File: src/rtl/mmio_dispatch_pkg.sv
// Shared types and constants for the PSL MMIO dispatcher: interface structs,
// FSM/target encodings, error-flag bit positions and the read-data formatter.
package mmio_dispatch_pkg;

  localparam int MMIO_ADDR_W = 24;
  localparam int MMIO_DATA_W = 64;

  localparam logic [MMIO_DATA_W-1:0] MMIO_ALL_ONES = '1;

  localparam int ERR_ADDR_PAR  = 0;
  localparam int ERR_WDATA_PAR = 1;
  localparam int ERR_TIMEOUT   = 2;
  localparam int ERR_OVERLAP   = 3;

  typedef enum logic [1:0] {
    IDLE    = 2'd0,
    WAIT    = 2'd1,
    RESPOND = 2'd2
  } mmio_dispatch_state_t;

  typedef enum logic [1:0] {
    TGT_CFG_RD   = 2'd0,
    TGT_CFG_WR   = 2'd1,
    TGT_CLIENT   = 2'd2,
    TGT_UNMAPPED = 2'd3
  } mmio_target_t;

  // PSL numbers bits big-endian: bit 0 is the MSB.
  typedef struct packed {
    logic                     valid;
    logic                     cfg;
    logic                     read;
    logic                     doubleword;
    logic [0:MMIO_ADDR_W-1]   address;
    logic                     address_parity;
    logic [0:MMIO_DATA_W-1]   data;
    logic                     data_parity;
  } MMIOInterfaceInput;

  typedef struct packed {
    logic                     ack;
    logic [0:MMIO_DATA_W-1]   data;
    logic                     data_parity;
  } MMIOInterfaceOutput;

  // Word reads return the low 32-bit word replicated in both halves.
  function automatic logic [MMIO_DATA_W-1:0] mmio_format_read(
    input logic [MMIO_DATA_W-1:0] rd,
    input logic                   dw
  );
    return dw ? rd : {rd[31:0], rd[31:0]};
  endfunction

endpackage

File: src/rtl/mmio_dispatch_addr_decode.sv
// Combinational address decode: classifies a PSL MMIO request as config
// read/write, a mapped problem-state client, or an unmapped hole.
module mmio_addr_decode
  import mmio_dispatch_pkg::*;
#(
  parameter int NUM_CLIENTS = 4,
  parameter int REGION_BITS = 8
) (
  input  logic [MMIO_ADDR_W-1:0] address,
  input  logic                   cfg,
  input  logic                   read,
  output mmio_target_t           kind,
  output logic [NUM_CLIENTS-1:0] sel,
  output logic [REGION_BITS-1:0] local_addr
);

  logic [MMIO_ADDR_W-1:0] idx;

  assign idx        = address >> REGION_BITS;
  assign local_addr = address[REGION_BITS-1:0];

  always_comb begin
    kind = TGT_UNMAPPED;
    sel  = '0;
    if (cfg) begin
      kind = read ? TGT_CFG_RD : TGT_CFG_WR;
    end else if (idx < MMIO_ADDR_W'(NUM_CLIENTS)) begin
      kind = TGT_CLIENT;
      for (int i = 0; i < NUM_CLIENTS; i++) begin
        sel[i] = (idx == MMIO_ADDR_W'(i));
      end
    end
  end

endmodule

File: src/rtl/mmio_dispatch.sv
// PSL MMIO dispatcher: one transaction in flight, decoded onto the config
// responder or a problem-state client, answered with one registered ack beat.
module mmio_dispatch
  import mmio_dispatch_pkg::*;
#(
  parameter int NUM_CLIENTS = 4,
  parameter int REGION_BITS = 8,
  parameter int TIMEOUT     = 255
) (
  input  logic                        clock,
  input  logic                        rstn,
  input  MMIOInterfaceInput           mmio_in,
  output MMIOInterfaceOutput          mmio_out,
  output logic                        cfg_req_valid,
  output logic [MMIO_ADDR_W-1:0]      cfg_req_addr,
  input  logic                        cfg_ack,
  input  logic [MMIO_DATA_W-1:0]      cfg_rdata,
  output logic [NUM_CLIENTS-1:0]      client_req_valid,
  output logic                        client_req_read,
  output logic                        client_req_dw,
  output logic [REGION_BITS-1:0]      client_req_addr,
  output logic [MMIO_DATA_W-1:0]      client_req_wdata,
  input  logic [NUM_CLIENTS-1:0]      client_ack,
  input  logic [NUM_CLIENTS*64-1:0]   client_rdata,
  output logic                        busy,
  output logic [3:0]                  err_status,
  output logic [1:0]                  dbg_state
);

  localparam int CNT_W = $clog2(TIMEOUT + 1);

  // Handshake: mmio_in.valid is a one-cycle strobe taken only in IDLE; each
  // req_valid is a one-cycle pulse whose fields hold until the response, and
  // the selected ack is honoured only in WAIT (from the pulse cycle on).

  mmio_dispatch_state_t state_q, state_d;

  logic [MMIO_ADDR_W-1:0] addr_v;
  mmio_target_t           dec_kind;
  logic [NUM_CLIENTS-1:0] dec_sel;
  logic [REGION_BITS-1:0] dec_local;
  logic                   addr_par_ok;
  logic                   wdata_par_ok;

  logic                   read_q;
  logic                   dw_q;
  logic [MMIO_ADDR_W-1:0] addr_q;
  logic [REGION_BITS-1:0] local_q;
  logic [MMIO_DATA_W-1:0] wdata_q;
  logic [NUM_CLIENTS-1:0] sel_q;
  logic                   tgt_cfg_q;
  logic [CNT_W-1:0]       cnt_q;
  logic                   ack_q;
  logic [MMIO_DATA_W-1:0] data_q;
  logic [3:0]             err_q;
  logic                   cfg_req_valid_q;
  logic [NUM_CLIENTS-1:0] client_req_valid_q;

  logic                   accept;
  logic                   launch_cfg;
  logic                   launch_client;
  logic                   resp_load;
  logic [MMIO_DATA_W-1:0] resp_data_d;
  logic [3:0]             err_set;
  logic                   sel_ack;
  logic [MMIO_DATA_W-1:0] client_rd_sel;
  logic [MMIO_DATA_W-1:0] rd_sel;

  assign addr_v       = mmio_in.address;
  assign addr_par_ok  = (mmio_in.address_parity == ~^mmio_in.address);
  assign wdata_par_ok = mmio_in.read || (mmio_in.data_parity == ~^mmio_in.data);

  mmio_addr_decode #(
    .NUM_CLIENTS (NUM_CLIENTS),
    .REGION_BITS (REGION_BITS)
  ) u_decode (
    .address    (addr_v),
    .cfg        (mmio_in.cfg),
    .read       (mmio_in.read),
    .kind       (dec_kind),
    .sel        (dec_sel),
    .local_addr (dec_local)
  );

  always_comb begin
    client_rd_sel = '0;
    for (int i = 0; i < NUM_CLIENTS; i++) begin
      if (sel_q[i]) client_rd_sel = client_rdata[i*64 +: 64];
    end
  end

  assign sel_ack = tgt_cfg_q ? cfg_ack : |(client_ack & sel_q);
  assign rd_sel  = tgt_cfg_q ? cfg_rdata : client_rd_sel;

  always_comb begin
    state_d       = state_q;
    accept        = 1'b0;
    launch_cfg    = 1'b0;
    launch_client = 1'b0;
    resp_load     = 1'b0;
    resp_data_d   = '0;
    err_set       = '0;
    case (state_q)
      IDLE: begin
        if (mmio_in.valid) begin
          accept = 1'b1;
          if (!addr_par_ok) begin
            err_set[ERR_ADDR_PAR] = 1'b1;
            resp_load             = 1'b1;
            resp_data_d           = MMIO_ALL_ONES;
            state_d               = RESPOND;
          end else if (!wdata_par_ok) begin
            err_set[ERR_WDATA_PAR] = 1'b1;
            resp_load              = 1'b1;
            resp_data_d            = MMIO_ALL_ONES;
            state_d                = RESPOND;
          end else begin
            case (dec_kind)
              TGT_CFG_RD: begin
                launch_cfg = 1'b1;
                state_d    = WAIT;
              end
              TGT_CLIENT: begin
                launch_client = 1'b1;
                state_d       = WAIT;
              end
              TGT_UNMAPPED: begin
                resp_load   = 1'b1;
                resp_data_d = mmio_in.read ? MMIO_ALL_ONES : '0;
                state_d     = RESPOND;
              end
              default: begin
                resp_load = 1'b1;
                state_d   = RESPOND;
              end
            endcase
          end
        end
      end
      WAIT: begin
        err_set[ERR_OVERLAP] = mmio_in.valid;
        // A late ack on the final counted cycle still beats the timeout.
        if (sel_ack) begin
          resp_load   = 1'b1;
          resp_data_d = read_q ? mmio_format_read(rd_sel, dw_q) : '0;
          state_d     = RESPOND;
        end else if (cnt_q == CNT_W'(TIMEOUT)) begin
          err_set[ERR_TIMEOUT] = 1'b1;
          resp_load            = 1'b1;
          resp_data_d          = MMIO_ALL_ONES;
          state_d              = RESPOND;
        end
      end
      RESPOND: begin
        err_set[ERR_OVERLAP] = mmio_in.valid;
        state_d              = IDLE;
      end
      default: state_d = IDLE;
    endcase
  end

  always_ff @(posedge clock or negedge rstn) begin
    if (!rstn) begin
      state_q            <= IDLE;
      read_q             <= 1'b0;
      dw_q               <= 1'b0;
      addr_q             <= '0;
      local_q            <= '0;
      wdata_q            <= '0;
      sel_q              <= '0;
      tgt_cfg_q          <= 1'b0;
      cnt_q              <= '0;
      ack_q              <= 1'b0;
      data_q             <= '0;
      err_q              <= '0;
      cfg_req_valid_q    <= 1'b0;
      client_req_valid_q <= '0;
    end else begin
      state_q            <= state_d;
      err_q              <= err_q | err_set;
      ack_q              <= resp_load;
      data_q             <= resp_data_d;
      cfg_req_valid_q    <= launch_cfg;
      client_req_valid_q <= launch_client ? dec_sel : '0;
      if (accept) begin
        read_q    <= mmio_in.read;
        dw_q      <= mmio_in.doubleword;
        addr_q    <= addr_v;
        local_q   <= dec_local;
        wdata_q   <= mmio_in.data;
        sel_q     <= dec_sel;
        tgt_cfg_q <= (dec_kind == TGT_CFG_RD);
      end
      if (state_q == WAIT && state_d == WAIT) begin
        cnt_q <= cnt_q + CNT_W'(1);
      end else begin
        cnt_q <= '0;
      end
    end
  end

  assign mmio_out         = '{ack: ack_q, data: data_q, data_parity: ~^data_q};
  assign cfg_req_valid    = cfg_req_valid_q;
  assign cfg_req_addr     = addr_q;
  assign client_req_valid = client_req_valid_q;
  assign client_req_read  = read_q;
  assign client_req_dw    = dw_q;
  assign client_req_addr  = local_q;
  assign client_req_wdata = wdata_q;
  assign busy             = (state_q != IDLE);
  assign err_status       = err_q;
  assign dbg_state        = state_q;

endmodule

File: config.mk
export PLATFORM = sky130hd
export DESIGN_NAME = mmio_dispatch
export DESIGN_NICKNAME = d
export VERILOG_FILES = /design/src/rtl/mmio_dispatch_pkg.sv /design/src/rtl/mmio_dispatch_addr_decode.sv /design/src/rtl/mmio_dispatch.sv
export SDC_FILE = /design/constraint.sdc
export NUM_CORES = 1
export LEC_CHECK = 0
export ABC_AREA = 1
export BUFFER_PORTS_ARGS = -buffer_cell sky130_fd_sc_hd__buf_2
export CAP_MARGIN = 15
export CORE_AREA = 3 3 229 231
export DETAILED_ROUTE_END_ITERATION = 6
export DIE_AREA = 0 0 232 234
export PLACE_DENSITY_LB_ADDON = 0.1
export RECOVER_POWER = 100
export SLEW_MARGIN = 10
export SYNTH_ARGS = -nofsm -noshare
export SYNTH_HDL_FRONTEND = slang
export SYNTH_HIERARCHICAL = 1
export SYNTH_SLANG_ARGS = --single-unit
File: constraint.sdc
create_clock -name clock -period 5.4 [get_ports clock]
set_input_delay 0.81 -clock clock [delete_from_list [all_inputs] [get_ports clock]]
set_output_delay 0.81 -clock clock [all_outputs]
set_load 0.02 [all_outputs]
==> out/qor.yml <==
clocking:
  clk_pin_slew_worst_paths_ns: 0.08
  htree_levels: 4
  clock_path_buffers: 2
  cts-buffers-inserted: 17
  cts-hold-fix-buffers: 0
  post_cts_setup_buffers: 0
  tritoncts: "built"
  worstSkewPairLatency_ns: 0.45
  cts_repair_resize_count: 0
  clock-root-buffer: "sky130_fd_sc_hd__clkbuf_16"
  clock_sink_count: 187
sta:
  whs_ns: 0.4630
  clock.fmax_ghz: 0.2433
  relative_max_transition_margin_pct: -101.1
  grt_setup_unrepaired: "no"
  period_share_pct: 76.12
  setup_slack_ns: 1.290
  finClkSkew_ns: 0.01308
  final.min_clock_period_ns: 4.110
  setup_total_negative_slack_ns: 0
  report.final.slew_viol_count: 418
  report.final.setup_viol: 0
  slew_of_the_pin_with_the_lowest_slew_margin_ns: 3.017
  report.final.hold_viol_count: 0
cells_and_area:
  drive_above_1_share_pct: 22.10
  layout_common_cells: "sky130_fd_sc_hd__nand2_1, sky130_fd_sc_hd__buf_2, sky130_fd_sc_hd__o21ai_0"
  finish.utilization_pct: 32.20
  layout.cells.most_common: "sky130_fd_sc_hd__nand2_1"
  finish.net_count: 2679
  fill_cells: 5700
  fin_area_mm2: 0.01619
  final_cell_count_without_fillers: 2954
  area_delta_synth_final_pct: 31.07
placed_design:
  numPortBuffers: 596
  dp.final_hpwl_um: 52860
  finalWeightedCongestion: 1.012
  dpl_cell_area_mm2: 0.01586
  dpl_worst_slack_ns: 1.644
  dpl.cell_count: 2908
pwr:
  p_total_mw: 8.613
  switching_share_pct: 50.74
  power.combinational.fraction_pct: 56.8
  p_leak_nw: 7.927
  internal_power_mw: 4.243
  clock_power_share_pct: 15.3
  pwr_density_cell_mw_per_mm2: 532.1
  vdd_drop_max_uv: 371.1
  p_switching_mw: 4.370
  sequentialPowerShare_pct: 27.9
critical_path:
  cp_buf_inv_count: 3
  critical-path-top-delay-family: "simple AND/OR/NAND/NOR gates"
  crit_end: "data_q[35]"
  setup.worst_path.class: "reg2reg"
  cpPeakStageDelay_ns: 1.13
  crit_path_start: "dbg_state[1]"
  worst_r2r_startpoint: "dbg_state[1]"
  r2r_slack_ns: 1.29
  worstRegToRegCells: 7
  cp.required_ns: 5.74
  worst_setup_path_start_kind: "flip-flop"
  path_cells: "inv_1, ha_1, nand2_1, inv_2, nand3_1, buf_4, o211ai_1"
  worst-path-stages: 7
  crit_path_end_kind: "flip-flop"
  critical-path-slowest-cell: "sky130_fd_sc_hd__nand3_1"
  worstPathMaxFanout: 39
  worst_ep_arrival_time_ns: 4.45
  endpoint_of_the_worst_register_to_register_path: "data_q[35]"
floorplanning:
  placeable_core_area_mm2: 0.05027
  floorplan.initialDensity_pct: 24.56
  num_io_pins: 597
  rows: 82
  die_area_mm2: 0.05429
  fp.dieW_um: 232
  die_height_um: 234
yosys:
  seq_area_frac_synth_pct: 37.89
  netlist-cell-type-count: 35
  ys_seq_elements: 187
  post_synth_simple_gate_area_pct: 25.72
  synth.mux.area_fraction_pct: 0
  post_synth_instance_area_mm2: 0.01235
  dominant_combinational_cell_family_by_area_after_synthesis: "simple AND/OR/NAND/NOR gates"
  synth_area_per_cell_um2: 7.069
  post_synth_adder_cell_area_pct: 0.3040
  synth_compound_area_share_pct: 20.95
  synth-xor-area-share_pct: 8.865
  synth.net_count: 2171
  yosysWarningCount: 6
  netlist_instances: 1747
routing:
  routed.top_layer: "met5"
  viasPerCell: 4.778
  drcViolationCount: 0
  final_antenna_net_count: 0
  drt_wl_total_um: 66910
  route.met2.wl_um: 31970
  drt_pass1_iterations: 6
  dr.first_iter.drc_count: 1027
  met1Wirelength_um: 28990
  post_drt_wl_per_cell_um: 22.65
  routed-wl-met3_um: 4458
  route.vias.total: 14110
outcome:
  run_status: "complete, but fails checks"
  failed_checks: "max-capacitance violations, max-slew violations"
grt:
  antenna_violations_before_repair: 19
  maximum_number_of_pins_on_one_net_before_global_route_repair: 105
  grt_pass1_wl_um: 95030
  first_global_vias: 14020
  grt-ovfl-total: 0
  gr-usage-all-layers_pct: 23.75
worst_hold_path:
  hold_path.class: "reg2reg"
  worst_hold_path.num_cells: 1
flow_run:
  drv.max_cap_violation_count: 8
[worst reg2reg max path: stages (launching register included)]
cell	delay (ns)
sky130_fd_sc_hd__dfrtp_1	0.40
sky130_fd_sc_hd__inv_1	0.10
sky130_fd_sc_hd__ha_1	0.21
sky130_fd_sc_hd__nand2_1	0.88
sky130_fd_sc_hd__inv_2	0.41
sky130_fd_sc_hd__nand3_1	1.13
sky130_fd_sc_hd__buf_4	0.70
sky130_fd_sc_hd__o211ai_1	0.17
[sequential cells by signal, summed over array words and instances, names as in the netlist]
signal            cells
client_req_addr       8
tgt_cfg_q             1
cnt_q                 8
sel_q                 4
client_req_valid      4
data_q               64
ack_q                 1
cfg_req_addr         24
err_status            4
dbg_state             2
cfg_req_valid         1
client_req_dw         1
client_req_read       1
client_req_wdata     64
[power by group through the flow]
stage | Clock (mW) | Combinational (mW) | Sequential [mW]
after floorplan | 0 | 2.59 | 2.92
after global placement | 0 | 5.26 | 2.40
after detailed placement | 0 | 5.25 | 2.39
after CTS | 1.36 | 5.26 | 2.39
after global routing | 1.41 | 5.35 | 2.46
final | 1.32 | 4.90 | 2.40
[cells in the mapped netlist, drive strengths merged]
cell type	instances	share of area, %
a21o	2	0.12
ha	3	0.30
o211ai	56	3.4
xor2	37	2.6
dfrtp	187	38
or2	6	0.30
a211oi	5	0.30
inv	58	1.8
o22ai	2	0.10
nand4	1	0.051
and2	1	0.051
nand3	65	2.8
nor3	14	0.89
a21oi	130	5.3
xnor2	88	6.2
o21bai	2	0.12
nand2	618	19
o21ai	201	8.2
o311ai	30	2.1
buf	40	1.7
nor2	83	2.6
a31oi	25	1.3
clkbuf	91	2.8
clkinv	2	0.061
[worst min-delay path by stage]
stage | from | to
after floorplan | cnt_q[0] | cnt_q[0]
after global placement | err_status[3] | err_status[3]
after detailed placement | err_status[3] | err_status[3]
after CTS | err_status[3] | err_status[3]
after global routing | err_status[0] | err_status[0]
final | err_status[0] | err_status[0]
[kinds of logic (layout without fill, tap and decap cells)]
group	count (synthesis)	after routing
XOR/XNOR	125	125
buffers and inverters	191	711
flip-flops	187	187
adder cells (fa/ha/maj)	3	3
AND/OR/NAND/NOR	788	788
AO/OA/AOI/OAI	453	453
other	0	15
[per-layer routing]
metal | global-route usage (%) | vias up
met1 | 31.19 | 6737
met4 | 6.700 | 12
li1 | - | 6813
met3 | 5.357 | 69
met2 | 39.25 | 483
met5 | 0 | -
[cell type report]
type / count / area, um2 / area share (%)
Multi-Input combinational cell: 1369 / 6875 / 42.47
Sequential cell: 187 / 4686 / 28.95
Timing Repair Buffer: 620 / 2940 / 18.16
Tap cell: 672 / 840.8 / 5.194
Clock buffer: 19 / 442.9 / 2.736
Inverter: 60 / 225.2 / 1.391
Clock inverter: 12 / 138.9 / 0.8580
Antenna cell: 15 / 37.54 / 0.2319
Note: power is estimated with default switching activity, not from simulation.
